## src/rtl/signed_divider.sv

```systemverilog
// Multi-cycle restoring divider (IDLE -> PREP -> ITER x l -> FIX) with RISC-V divide-by-zero results.
// Define SIGNED_DIV_EN for two's-complement operands and overflow detection; otherwise unsigned only.
module signed_divider #(
    parameter int l = 16
) (
    input  logic         Clock,
    input  logic         Reset_n,
    input  logic         Start,
    input  logic         Signed,
    input  logic [l-1:0] Dividend,
    input  logic [l-1:0] Divisor,
    output logic         Busy,
    output logic         Done,
    output logic [l-1:0] Quotient,
    output logic [l-1:0] Remainder,
    output logic         DivByZero,
    output logic         Overflow
);

    localparam int CW = $clog2(l);
    localparam logic [CW-1:0] CNT_INIT = CW'(l - 1);

    typedef enum logic [1:0] {
        S_IDLE,
        S_PREP,
        S_ITER,
        S_FIX
    } state_t;

    state_t         state_q, state_d;
    logic [CW-1:0]  cnt_q, cnt_d;
    logic [l-1:0]   dvd_q, dvd_d;
    logic [l-1:0]   dvs_q, dvs_d;
    logic [l:0]     rem_q, rem_d;
    logic [l-1:0]   quo_q, quo_d;
    logic           zero_q, zero_d;
    logic           busy_q, busy_d;
    logic           done_q, done_d;
    logic [l-1:0]   quotient_q, quotient_d;
    logic [l-1:0]   remainder_q, remainder_d;
    logic           dbz_q, dbz_d;

`ifdef SIGNED_DIV_EN
    localparam logic [l-1:0] MIN_VAL = {1'b1, {(l-1){1'b0}}};

    logic           sgn_q, sgn_d;
    logic           qneg_q, qneg_d;
    logic           rneg_q, rneg_d;
    logic           ovf_q, ovf_d;

    function automatic logic [l-1:0] abs_val(input logic [l-1:0] x, input logic en);
        return (en && x[l-1]) ? -x : x;
    endfunction
`else
    logic unused_signed;
    assign unused_signed = Signed;
`endif

    // One restoring step: the remainder is one bit wider than the operands so it never truncates.
    logic [l:0]   rem_sh;
    logic [l-1:0] quo_sh;
    logic         sub_ok;

    assign rem_sh = (rem_q << 1) | {{l{1'b0}}, quo_q[l-1]};
    assign quo_sh = {quo_q[l-2:0], 1'b0};
    assign sub_ok = (rem_sh >= {1'b0, dvs_q});

    always_comb begin
        // NOTE: every _d gets a default first, so no branch can leave one unassigned and infer a latch.
        state_d     = state_q;
        cnt_d       = cnt_q;
        dvd_d       = dvd_q;
        dvs_d       = dvs_q;
        rem_d       = rem_q;
        quo_d       = quo_q;
        zero_d      = zero_q;
        busy_d      = busy_q;
        done_d      = 1'b0;
        quotient_d  = quotient_q;
        remainder_d = remainder_q;
        dbz_d       = dbz_q;
`ifdef SIGNED_DIV_EN
        sgn_d       = sgn_q;
        qneg_d      = qneg_q;
        rneg_d      = rneg_q;
        ovf_d       = ovf_q;
`endif

        unique case (state_q)
            S_IDLE: begin
                if (Start) begin
                    dvd_d   = Dividend;
                    dvs_d   = Divisor;
`ifdef SIGNED_DIV_EN
                    sgn_d   = Signed;
`endif
                    busy_d  = 1'b1;
                    state_d = S_PREP;
                end
            end

            S_PREP: begin
                rem_d  = '0;
                zero_d = (dvs_q == '0);
                cnt_d  = CNT_INIT;
`ifdef SIGNED_DIV_EN
                quo_d  = abs_val(dvd_q, sgn_q);
                dvs_d  = abs_val(dvs_q, sgn_q);
                qneg_d = sgn_q & (dvd_q[l-1] ^ dvs_q[l-1]);
                rneg_d = sgn_q & dvd_q[l-1];
`else
                quo_d  = dvd_q;
`endif
                state_d = (dvs_q == '0) ? S_FIX : S_ITER;
            end

            S_ITER: begin
                if (sub_ok) begin
                    rem_d = rem_sh - {1'b0, dvs_q};
                    quo_d = quo_sh | {{(l-1){1'b0}}, 1'b1};
                end else begin
                    rem_d = rem_sh;
                    quo_d = quo_sh;
                end
                cnt_d = cnt_q - 1'b1;
                if (cnt_q == '0) begin
                    state_d = S_FIX;
                end
            end

            S_FIX: begin
                busy_d  = 1'b0;
                done_d  = 1'b1;
                state_d = S_IDLE;
                if (zero_q) begin
                    quotient_d  = '1;
                    remainder_d = dvd_q;
                    dbz_d       = 1'b1;
`ifdef SIGNED_DIV_EN
                    ovf_d       = 1'b0;
`endif
                end else begin
                    dbz_d       = 1'b0;
`ifdef SIGNED_DIV_EN
                    // MIN / -1: the positive magnitude 2^(l-1) is not representable.
                    quotient_d  = qneg_q ? -quo_q : quo_q;
                    remainder_d = rneg_q ? -rem_q[l-1:0] : rem_q[l-1:0];
                    ovf_d       = sgn_q & ~qneg_q & (quo_q == MIN_VAL);
`else
                    quotient_d  = quo_q;
                    remainder_d = rem_q[l-1:0];
`endif
                end
            end

            default: state_d = S_IDLE;
        endcase
    end

    // NOTE: state registers use non-blocking assignments so every flop samples pre-edge values.
    always_ff @(posedge Clock or negedge Reset_n) begin
        if (!Reset_n) begin
            state_q     <= S_IDLE;
            cnt_q       <= '0;
            dvd_q       <= '0;
            dvs_q       <= '0;
            rem_q       <= '0;
            quo_q       <= '0;
            zero_q      <= 1'b0;
            busy_q      <= 1'b0;
            done_q      <= 1'b0;
            quotient_q  <= '0;
            remainder_q <= '0;
            dbz_q       <= 1'b0;
`ifdef SIGNED_DIV_EN
            sgn_q       <= 1'b0;
            qneg_q      <= 1'b0;
            rneg_q      <= 1'b0;
            ovf_q       <= 1'b0;
`endif
        end else begin
            state_q     <= state_d;
            cnt_q       <= cnt_d;
            dvd_q       <= dvd_d;
            dvs_q       <= dvs_d;
            rem_q       <= rem_d;
            quo_q       <= quo_d;
            zero_q      <= zero_d;
            busy_q      <= busy_d;
            done_q      <= done_d;
            quotient_q  <= quotient_d;
            remainder_q <= remainder_d;
            dbz_q       <= dbz_d;
`ifdef SIGNED_DIV_EN
            sgn_q       <= sgn_d;
            qneg_q      <= qneg_d;
            rneg_q      <= rneg_d;
            ovf_q       <= ovf_d;
`endif
        end
    end

    assign Busy      = busy_q;
    assign Done      = done_q;
    assign Quotient  = quotient_q;
    assign Remainder = remainder_q;
    assign DivByZero = dbz_q;
`ifdef SIGNED_DIV_EN
    assign Overflow  = ovf_q;
`else
    assign Overflow  = 1'b0;
`endif

endmodule
```

## config.mk

```make
export PLATFORM = sky130hd
export DESIGN_NAME = signed_divider
export DESIGN_NICKNAME = d
export VERILOG_FILES = /design/src/rtl/signed_divider.sv
export SDC_FILE = /design/constraint.sdc
export NUM_CORES = 1
export LEC_CHECK = 0
export BUFFER_PORTS_ARGS = -buffer_cell sky130_fd_sc_hd__buf_2
export CORE_MARGIN = 5
export CORE_UTILIZATION = 56
export DETAILED_ROUTE_END_ITERATION = 8
export PLACE_DENSITY = 0.78
export SETUP_SLACK_MARGIN = 0.5
export SYNTH_ARGS = -nofsm -noshare
export SYNTH_HDL_FRONTEND = slang
export SYNTH_SLANG_ARGS = --single-unit
```

## constraint.sdc

```tcl
create_clock -name Clock -period 2.5 [get_ports Clock]
set_input_delay 0.5 -clock Clock [delete_from_list [all_inputs] [get_ports Clock]]
set_output_delay 0.5 -clock Clock [all_outputs]
set_load 0.02 [all_outputs]
```

### Yosys cells after proc, flatten, opt, wreduce, memory -nomap -nowiden

Cells that the tools add are included.

* register bits: 106
* input port bits: 36
* word-level logic and storage cells: 44

* add/subtract/negate cells: 2
* magnitude comparators: 1
* equal/unequal tests: 5
* muxes and demuxes: 15
* bitwise gates (word level): 1
* reduce and logical (&&, ||, !) cells: 8

Operator list (number)
* case mux 16 bit (2 select lines): 2
* two-way mux 16 bit: 3
* >= comparator 17 x 16 -> 1 bit: 1
* OR 17 x 1 -> 17 bit: 1
* zero test 16 bit: 1
* subtractor 16 bit: 1
* case mux 2 bit (4 select lines): 1
* case mux 4 bit (2 select lines): 1
* AND reduction 2 bit: 3
* two-way mux 1 bit: 5
* equality test 2 bit (second input constant): 2
* zero test 4 bit: 1
* two-way mux 2 bit: 2
* inequality test 2 bit (second input constant): 2
* nonzero test 2 bit: 2
* subtractor 4 x 1 -> 4 bit (second input constant): 1
* equality test 2 x 1 -> 1 bit (second input constant): 1
* zero test 2 bit: 1
* case mux 1 bit (2 select lines): 1

### Longest topological paths before layout

Gate-level depths: netlist (run 1).

* depth after elaboration: 4
* gate-level depth with buffers: 9
* depth with buffers taken out: 9

### Worst setup path after synthesis (run 1)

No wires, ideal clock.

* path kind: register to register
* start point: register dvs_q[1]
* end point: register rem_q[10]
* arrival: 2.028 ns
* slack: 0.346 ns
* cell stages (with the launch flop): 10
* clock period less this slack: 2.154 ns
* cell sequence: dfrtp_1 inv_1 ha_1 nor2b_1 o31a_2 o21ai_2 a31o_2 nand2_1 buf_6 a311o_1

* longest elaborated chain between the ends: 3

RTL lines
* from (decl): line 33 `logic [l-1:0] dvs_q, dvs_d;`
* from (signal assigned): line 185 `dvs_q <= dvs_d;`
* subtractor 16 bit / >= comparator 17 x 16 -> 1 bit (equally long branches): line 119, 66
* two-way mux 16 bit (*): line 118 `if (sub_ok) begin`
* case mux 16 bit (2 select lines) (*): line 89 `unique case (state_q)`
* to (signal assigned): line 186 `rem_q <= rem_d;`
* to (decl): line 34 `logic [l:0] rem_q, rem_d;`

Mark *: on every way between the ends. The rest lies on a longest branch, timed or not.
A chain may end at the register's enable or synchronous reset.

### Final worst setup path (run 1)

* start point: register rem_q[7]
* end point: register rem_q[10]

* longest elaborated chain between the ends: 4

RTL lines
* OR 17 x 1 -> 17 bit (*): line 64 `assign rem_sh = (rem_q << 1) | {{l{1'b0}}, quo_q[l-1]};`
* subtractor 16 bit / >= comparator 17 x 16 -> 1 bit (equally long branches): line 119, 66
* two-way mux 16 bit (*): line 118
* case mux 16 bit (2 select lines) (*): line 89

Marks and branches as above.

==> run summary, run 1 <==
Period minus WS final: 2.20 ns
setup_tns: 0 ns
Detail Placement HPWL: 9.61 mm
worst hold path type: in2async
LEAKAGE: 3.07 nW
Synth Cell Area: 0.00559 mm2
Area Growth Syn to Fin: 24.9%
layout cell share with drive strength beyond 1: 35.7%
Most used DFF post-synth: dfrtp_1
largest net degree at the start of global routing: 81
first-pass GRT wire length: 22.7 mm
Pwr Total: 8.47 mW
Yosys top cell area share: 47.4%
Fillers: 727
yosys warns: 0
#FFs+latches synth: 106
clk_lat worst skew: 0.38 ns
async set-reset flop share out of synthesis: 100%
CORE AREA: 0.00977 mm2
clock-pin slew on the worst setup and hold paths: 0.10 ns
critical path launch point type: flop
Post-synth EDFFs: 0
DR vias: 4626
Post-DRT Antenna Nets: 0
Slew @ Worst Pin: 0.625 ns
CP Capture Type: flop
dpl ws: 0.159 ns
clk_skew: 0.0129 ns
Multi-input gate area: 0.00301 mm2
Crit path max-delay family: compound AO/OA/AOI/OAI gates
dominant cell by count in the synthesized netlist: dfrtp_1
antenna violations before repair: 0
CP Max Fanout: 7
Hold Slack: 0.0209 ns
Max H-tree Level: 3
R2R depth: 8
Slew Limit Fails: 0
worst path bufs/invs: 1
drt pass-1 iters: 5
Final Instance Area: 0.00699 mm2
DIE WIDTH: 110 um
Routed WL per cell: 17.5 um
CP Cell Sequence: ha_4, nand4_4, nor3_4, nand4_1, a31oi_4, buf_4, nor3_2, a311o_1
run status: finished, final reports clean
pwr/cell area: 1210 mW/mm2
Period Utilization, post-route: 88.0%
largest vdd supply drop: 0.569 mV
Sink Count: 106
Starting Density: 57.2%
Levels on crit path: 8
Crit Path Category: reg2reg
Syn Nets: 616
Num CTS Buffers: 9
RSZ-0062 raised after global routing: true
worst relative slew slack: 58.3%
GRT overflow: 0
Syn Area/Cell: 10.0 um2
I/O pin cnt: 72
Total GRT Usage: 24.6%
CTS max path bufs: 2
Critical Path RT: 2.76 ns
final setup violating endpoints: 0
row cnt: 36
fin worst setup slack: 0.300 ns
# DRC: 0
Yosys top cell by area: dfrtp_1
Worst EP arrival: 2.46 ns
port buffer count: 69
count of final hold-check violations: 0
final net count: 727
GPL Wtd Cong: 0.867
Fmax: 454 MHz
Post-Syn Instances: 558
synth cell count leaders: dfrtp_1 (106), nor2_1 (79), a21oi_1 (65), inv_1 (34), mux2_2 (33)
DR vias/cell: 5.75
Die Area: 0.0121 mm2
Die Y-Extent: 110 um
Iteration-0 DRC Markers: 403
clock root buffer: clkbuf_8
Post-Route WL: 14.1 mm
slowest CP cell: dfrtp_2
Post-DP Area: 0.00620 mm2
Max Cap Violations: 0
vias in the first global route: 4644
CTS tree: done
sequential area share after synthesis: 47.4%
reg-to-reg slack, setup: 0.30 ns
cts hold-fix bufs: 0
ant diodes: 0
Sequential Area: 0.00266 mm2
Synth area leaders: dfrtp_1 (47%), mux2_2 (6.6%), a21oi_1 (5.8%), mux2i_1 (5.7%), nor2_1 (5.3%)
Largest stage delay, worst path: 0.46 ns
number of distinct library cells after synthesis: 57
state kept, by name, summed over array words and instances (netlist names):
name and count:
DivByZero 1, Done 1, quo_q 16, Quotient 16, cnt_q 4, dvd_q 16
rem_q 16, Remainder 16, zero_q 1, dvs_q 16, Busy 1, state_q 2
repair_timing:
item / 4_1_cts / 5_1_grt
pin swaps: 38 / 19
gates cloned: 0 / 0
resized for setup: 54 / 11
endpoints found under the setup margin: 17 / 19
setup buffers: 37 / 9
placed cells by master, fill, tap and decap left out, drive strengths merged, types with 6 or more instances in the layout:
cell,Yosys,routed
nand3,15,15
nor2b,7,7
nor2,79,79
mux2,33,33
buf,11,130
nand2,24,24
o211ai,6,6
dfrtp,106,106
inv,34,35
o221ai,9,9
ha,21,21
mux2i,32,32
a21oi,67,67
nor3,11,11
clkbuf,19,10
o21ai,18,18
xnor2,9,9
cell families after synthesis:
kind of cell	after synthesis	share of synthesized area, %
multiplexers	65	12.4
buffers and inverters	65	5.48
AO/OA/AOI/OAI	135	15.5
other	1	0.0671
flip-flops	106	47.4
adder cells (fa/ha/maj)	22	5.06
XOR/XNOR	12	1.88
AND/OR/NAND/NOR	152	12.2
through the flow:
| step | utilization (%) | cells |
|---|---|---|
| global placement | 63.4 | 745 |
| CTS | 70.2 | 796 |
| floorplan | - | 558 |
| finish | 71.5 | 805 |
| global route | 71.5 | 805 |
| detailed placement | 63.4 | 745 |
worst paths after layout:
| kind | from | to |
|---|---|---|
| worst max-delay path | rem_q[7]$_DFFE_PN0P_ | rem_q[10]$_DFFE_PN0P_ |
| worst min-delay path | Reset_n | Remainder[2]$_DFFE_PN0P_ |
| worst max register to register | rem_q[7]$_DFFE_PN0P_ | rem_q[10]$_DFFE_PN0P_ |
| worst min register to register | DivByZero$_DFFE_PN0P_ | DivByZero$_DFFE_PN0P_ |
| max in group asynchronous | Reset_n | rem_q[8]$_DFFE_PN0P_ |
| min in group Clock | Dividend[4] | dvd_q[4]$_DFFE_PN0P_ |
per-layer routing:
layer  vias to the layer above  GRT usage [%]  part of all wire, %
met2                       172           41.0                   50
met4                         0           8.73                  1.9
met5                         -              0                    0
li1                       2192              -                    -
met1                      2234           30.6                   42
met3                        28           6.64                  6.1
final cells by class:
class	count	share of cell area (%)
Clock buffer	10	1.83
Sequential cell	106	38.1
Inverter	35	1.88
Multi-Input combinational cell	387	43.1
Tap cell	133	2.38
Timing Repair Buffer	130	12.3
Clock inverter	4	0.430
report_power, final:
group	leakage [nW]	total (mW)	switching [mW]	internal (mW)
clock network	0.0786	0.924	0.568	0.355
registers	1.25	2.98	0.523	2.46
logic	1.74	4.56	2.63	1.93
total	3.07	8.47	3.72	4.75
No activity file was read; power rests on OpenSTA's default activity.
==> run 2, diff against run 1 <==
--- a/config.mk
+++ b/config.mk
@@ -7,10 +7,12 @@
 export LEC_CHECK = 0
 export BUFFER_PORTS_ARGS = -buffer_cell sky130_fd_sc_hd__buf_2
 export CORE_MARGIN = 5
-export CORE_UTILIZATION = 56
+export CORE_UTILIZATION = 58
+export CTS_BUF_LIST = sky130_fd_sc_hd__clkbuf_16
 export DETAILED_ROUTE_END_ITERATION = 8
-export PLACE_DENSITY = 0.78
+export PLACE_DENSITY = 0.8
 export SETUP_SLACK_MARGIN = 0.5
 export SYNTH_ARGS = -nofsm -noshare
 export SYNTH_HDL_FRONTEND = slang
 export SYNTH_SLANG_ARGS = --single-unit
+export TNS_END_PERCENT = 5
==> run 2 against run 1 <==
  * Sequential cell count unchanged
  * Total power is 3.7% higher
  * Via count decreased by 2.1%
  * Largest cell class unchanged
==> run summary, run 2 (synthesis gave the netlist of run 1 again) <==
Sequential Area: 0.00266 mm2
final setup violating endpoints: 0
DIE WIDTH: 108 um
drt pass-1 iters: 5
Num CTS Buffers: 9
pwr/cell area: 1270 mW/mm2
clk_lat worst skew: 0.35 ns
Total GRT Usage: 24.1%
first-pass GRT wire length: 22.2 mm
most frequent cells in the layout: dfrtp_1 (99), nor2_1 (79), buf_2 (69), a21oi_1 (62), buf_4 (44)
CP Max Fanout: 6
Post-Layout Cell Count: 789
clock-pin slew on the worst setup and hold paths: 0.08 ns
DR vias: 4531
worst relative slew slack: 54.2%
worst hold path type: in2async
Worst EP arrival: 2.47 ns
Fillers: 664
Sink Count: 106
commonest non-fill, non-tap cell in the layout: dfrtp_1
dpl ws: 0.136 ns
Critical Path RT: 2.73 ns
clock root buffer: clkbuf_16
CP Capture Type: flop
LEAKAGE: 3.03 nW
largest vdd supply drop: 1.01 mV
count of final hold-check violations: 0
antenna violations before repair: 0
Iteration-0 DRC Markers: 290
DR vias/cell: 5.74
Max Cap Violations: 0
vias in the first global route: 4496
Period minus WS final: 2.23 ns
GRT overflow: 0
CTS max path bufs: 2
Slew @ Worst Pin: 0.680 ns
CORE AREA: 0.00933 mm2
clk_skew: 0.00835 ns
Post-DRT Antenna Nets: 0
Max H-tree Level: 3
Hold Slack: 0.186 ns
Crit Path Category: reg2reg
port buffer count: 69
Starting Density: 59.9%
Period Utilization, post-route: 89.2%
Pwr Total: 8.78 mW
row cnt: 35
ant diodes: 0
Area Growth Syn to Fin: 23.4%
fin worst setup slack: 0.269 ns
cts hold-fix bufs: 0
Post-Route WL: 13.7 mm
Cells after DPL: 751
RSZ-0062 raised after global routing: true
Fmax: 448 MHz
layout cell share with drive strength beyond 1: 32.4%
reg-to-reg slack, setup: 0.27 ns
critical path launch point type: flop
Slew Limit Fails: 0
CTS tree: done
Die Y-Extent: 108 um
largest net degree at the start of global routing: 63
final net count: 714
setup_tns: 0 ns
Routed WL per cell: 17.4 um
I/O pin cnt: 72
Die Area: 0.0117 mm2
Post-DP Area: 0.00615 mm2
# DRC: 0
GPL Wtd Cong: 0.864
run status: finished, final reports clean
Detail Placement HPWL: 9.63 mm
Multi-input gate area: 0.00291 mm2
Final Instance Area: 0.00690 mm2
final core utilization: 74.0%
-- run 2: changes by cell type in the layout (fill, tap and decap cells not counted), sizes merged --
cell | before | now
inv | 35 | 36
buf | 130 | 117
clkbuf | 10 | 9
clkinvlp | 1 | 3
bufinv | 0 | 1
clkinv | 3 | 1
-- run 2: metal layers --
| metal | track usage (%) | part of all wire [%] | vias to the layer above |
|---|---|---|---|
| met3 | 3.16 | 5.7 | 20 |
| met1 | 30.8 | 42 | 2201 |
| met4 | 7.94 | 1.6 | 0 |
| li1 | - | - | 2168 |
| met5 | 0 | 0 | - |
| met2 | 42.5 | 51 | 142 |
-- run 2: critical path, stage by stage (launching register included) --
cell and delay, ns:
dfrtp_1 0.45, ha_2 0.35, o211a_1 0.25, o31a_4 0.14, o21ai_4 0.18, a31o_4 0.22, buf_4 0.12, a211oi_1 0.07
a221o_1 0.32
-- run 2: what timing repair did --
| item | 4_1_cts | 5_1_grt |
|---|---|---|
| setup buffers | 5 | 17 |
| setup endpoints to repair | 17 | 19 |
| hold endpoints to repair | 0 | 0 |
| pin swaps | 8 | 18 |
| resized for setup | 26 | 29 |
| cloned | 1 | 0 |
-- run 2: layout make-up --
type | count | area share [%]
Clock buffer | 9 | 3.26
Clock inverter | 6 | 1.09
Inverter | 35 | 1.90
Multi-Input combinational cell | 387 | 42.1
Sequential cell | 106 | 38.6
Tap cell | 129 | 2.34
Timing Repair Buffer | 117 | 10.7
-- run 2: path summary, 6_finish.rpt --
| kind | startpoint | end | cells past startpoint |
|---|---|---|---|
| max | rem_q[1]$_DFFE_PN0P_ | rem_q[9]$_DFFE_PN0P_ | 8 |
| min | Reset_n | Quotient[1]$_DFFE_PN0P_ | 1 |
| max reg2reg | rem_q[1]$_DFFE_PN0P_ | rem_q[9]$_DFFE_PN0P_ | 8 |
| min reg2reg | Quotient[12]$_DFFE_PN0P_ | Quotient[12]$_DFFE_PN0P_ | 2 |
| max in group asynchronous | Reset_n | rem_q[10]$_DFFE_PN0P_ | 2 |
| min in group Clock | Divisor[14] | dvs_q[14]$_DFFE_PN0P_ | 2 |
-- run 2: power breakdown --
| group | total (mW) | switching, mW | leakage [nW] | internal (mW) |
|---|---|---|---|---|
| sequential | 2.97 | 0.501 | 1.25 | 2.46 |
| combinational | 4.35 | 2.55 | 1.65 | 1.80 |
| clock | 1.46 | 0.674 | 0.138 | 0.786 |
| total | 8.78 | 3.72 | 3.03 | 5.05 |
==> run 3, diff against run 2 <==
--- a/config.mk
+++ b/config.mk
@@ -10,6 +10,7 @@
 export CORE_UTILIZATION = 58
 export CTS_BUF_LIST = sky130_fd_sc_hd__clkbuf_16
 export DETAILED_ROUTE_END_ITERATION = 8
+export MAX_ROUTING_LAYER = met4
 export PLACE_DENSITY = 0.8
 export SETUP_SLACK_MARGIN = 0.5
 export SYNTH_ARGS = -nofsm -noshare
==> run 3 against run 2 <==
  * Worst hold slack lost 0.068 ns
  * Utilization shrank 0.25 points
  * Sequential cell count unchanged
  * Critical path depth is 2 higher
  * Clock power decreased by 5%
  * Cell count decreased by 0.38%
  * Non-clock buffer count decreased by 4
  * Sequential power about the same
  * Setup slack improved by 0.041 ns
  * Maximum frequency up 1.9%
  * First-iteration DRC count rose by 7.2%
  * Critical endpoint is now rem_q[3]$_DFFE_PN0P_
  * Largest cell class unchanged
  * Highest routed layer unchanged
==> run summary, run 3 (synthesis gave the netlist of run 1 again) <==
slowest CP cell: dfrtp_1
antenna violations before repair: 0
Total GRT Usage: 24.6%
Cells after DPL: 754
CP startpoint: dvs_q[1]$_DFFE_PN0P_
Sw Pwr: 3.81 mW
Die Area: 0.0117 mm2
internal power: 5.00 mW
DIE WIDTH: 108 um
Max H-tree Level: 3
ant diodes: 0
Routed WL per cell: 17.8 um
critical path launch point type: flop
Period minus WS final: 2.19 ns
CORE AREA: 0.00933 mm2
DR vias/cell: 5.81
Starting Density: 59.9%
GPL Wtd Cong: 0.908
Slew @ Worst Pin: 0.606 ns
most frequent cell on the critical path: buf_6
Post-Route WL: 14.0 mm
Worst EP arrival: 2.39 ns
Crit Path Category: reg2reg
Detail Placement HPWL: 9.61 mm
count of final hold-check violations: 0
DR vias: 4569
switching portion of total power: 43.3%
LEAKAGE: 3.03 nW
Num CTS Buffers: 9
most frequent cells in the layout: dfrtp_1 (103), nor2_1 (77), buf_2 (68), a21oi_1 (63), buf_4 (39)
run status: finished, final reports clean
layout cell share with drive strength beyond 1: 32.1%
Sink Count: 106
RSZ-0062 raised after global routing: true
GRT overflow: 0
worst relative slew slack: 59.6%
Largest stage delay, worst path: 0.36 ns
Critical R2R Launch: dvs_q[1]$_DFFE_PN0P_
largest vdd supply drop: 0.714 mV
Post-Layout Cell Count: 786
Post-DRT Antenna Nets: 0
Iteration-0 DRC Markers: 311
I/O pin cnt: 72
setup_tns: 0 ns
CP Cell Sequence: inv_1, ha_1, nor2b_4, o31a_4, o21ai_4, a31oi_2, buf_6, buf_6, o211ai_1, o221ai_1
clock root buffer: clkbuf_16
worst hold path type: in2async
CP Max Fanout: 8
first-pass GRT wire length: 22.0 mm
Clock Power Share: 15.6%
cts hold-fix bufs: 0
row cnt: 35
clock-pin slew on the worst setup and hold paths: 0.07 ns
worst path bufs/invs: 3
Max Cap Violations: 0
pwr/cell area: 1280 mW/mm2
Fillers: 645
clk_lat worst skew: 0.34 ns
Comb power frac: 50.5%
clk_skew: 0.00709 ns
commonest non-fill, non-tap cell in the layout: dfrtp_1
Crit path max-delay family: compound AO/OA/AOI/OAI gates
Fmax: 457 MHz
CTS max path bufs: 2
Slew Limit Fails: 0
portion of total power attributed to sequential cells: 33.9%
final net count: 710
Die Y-Extent: 108 um
final setup violating endpoints: 0
largest net degree at the start of global routing: 70
Period Utilization, post-route: 87.6%
port buffer count: 69
Critical Path RT: 2.71 ns
Area Growth Syn to Fin: 23.0%
vias in the first global route: 4428
CTS tree: done
drt pass-1 iters: 8
final core utilization: 73.7%
CP Capture Type: flop
# DRC: 0
[run 3: routing by layer]
| layer | GRT usage (%) | wire, um | vias up | part of all wire [%] |
|---|---|---|---|---|
| li1 | - | - | 2170 | - |
| met1 | 32.1 | 5860 | 2204 | 42 |
| met2 | 40.9 | 6930 | 160 | 50 |
| met3 | 3.52 | 822 | 35 | 5.9 |
| met4 | 5.95 | 380 | 0 | 2.7 |
| met5 | - | 0 | - | 0 |
[run 3: final cells by class]
cell class | count | area, um2 | share of cell area (%)
Multi-Input combinational cell | 387 | 2920 | 42.4
Sequential cell | 106 | 2660 | 38.6
Timing Repair Buffer | 113 | 718 | 10.4
Clock buffer | 9 | 225 | 3.28
Tap cell | 129 | 161 | 2.35
Inverter | 35 | 131 | 1.91
Clock inverter | 7 | 65.1 | 0.946
[run 3: what timing repair did]
action	4_1_cts	5_1_grt
setup endpoints to repair	17	20
resized for setup	21	40
endpoints found under the hold margin	0	0
buffers inserted	6	10
pin swaps	10	25
[run 3: power by group through the flow]
stage,clock network [mW],logic (mW),registers [mW]
5_1_grt,1.48,4.86,3.08
3_3_place_gp,0,3.75,2.95
4_1_cts,1.39,4.07,2.97
6_report,1.38,4.45,2.98
3_5_place_dp,0,3.87,3.00
2_1_floorplan,0,2.59,3.21
[run 3: final timing paths]
kind                                         endpoint  slack (ns)  depth (start not counted)
worst max-delay path             rem_q[3]$_DFFE_PN0P_        0.31                         10
worst min-delay path                   Done$_DFF_PN0_        0.12                          1
worst max register to register   rem_q[3]$_DFFE_PN0P_        0.31                         10
worst min register to register  DivByZero$_DFFE_PN0P_        0.51                          1
max in group asynchronous        rem_q[9]$_DFFE_PN0P_        1.66                          2
min in group Clock              dvs_q[10]$_DFFE_PN0P_        0.38                          2
[run 3: worst register-to-register path, delay by kind of cell (launching register included)]
kind                     cells  cell delay [ns]
AO/OA/AOI/OAI                5             0.92
flip-flops                   1             0.36
buffers and inverters        3             0.32
adder cells (fa/ha/maj)      1             0.31
AND/OR/NAND/NOR              1             0.14
[run 3: stage by stage]
stage | setup WS [ns] | hold WS [ns] | power (mW) | area (um2)
CTS | 0.237 | 0.130 | 8.42 | 6610
detailed placement | 0.120 | 0.496 | 6.86 | 6170
floorplan | 0.379 | 0.204 | 5.80 | 5600
finish | 0.310 | 0.118 | 8.81 | 6880
global route | 0.204 | 0.156 | 9.42 | 6880
global placement | 0.105 | 0.489 | 6.70 | 6170
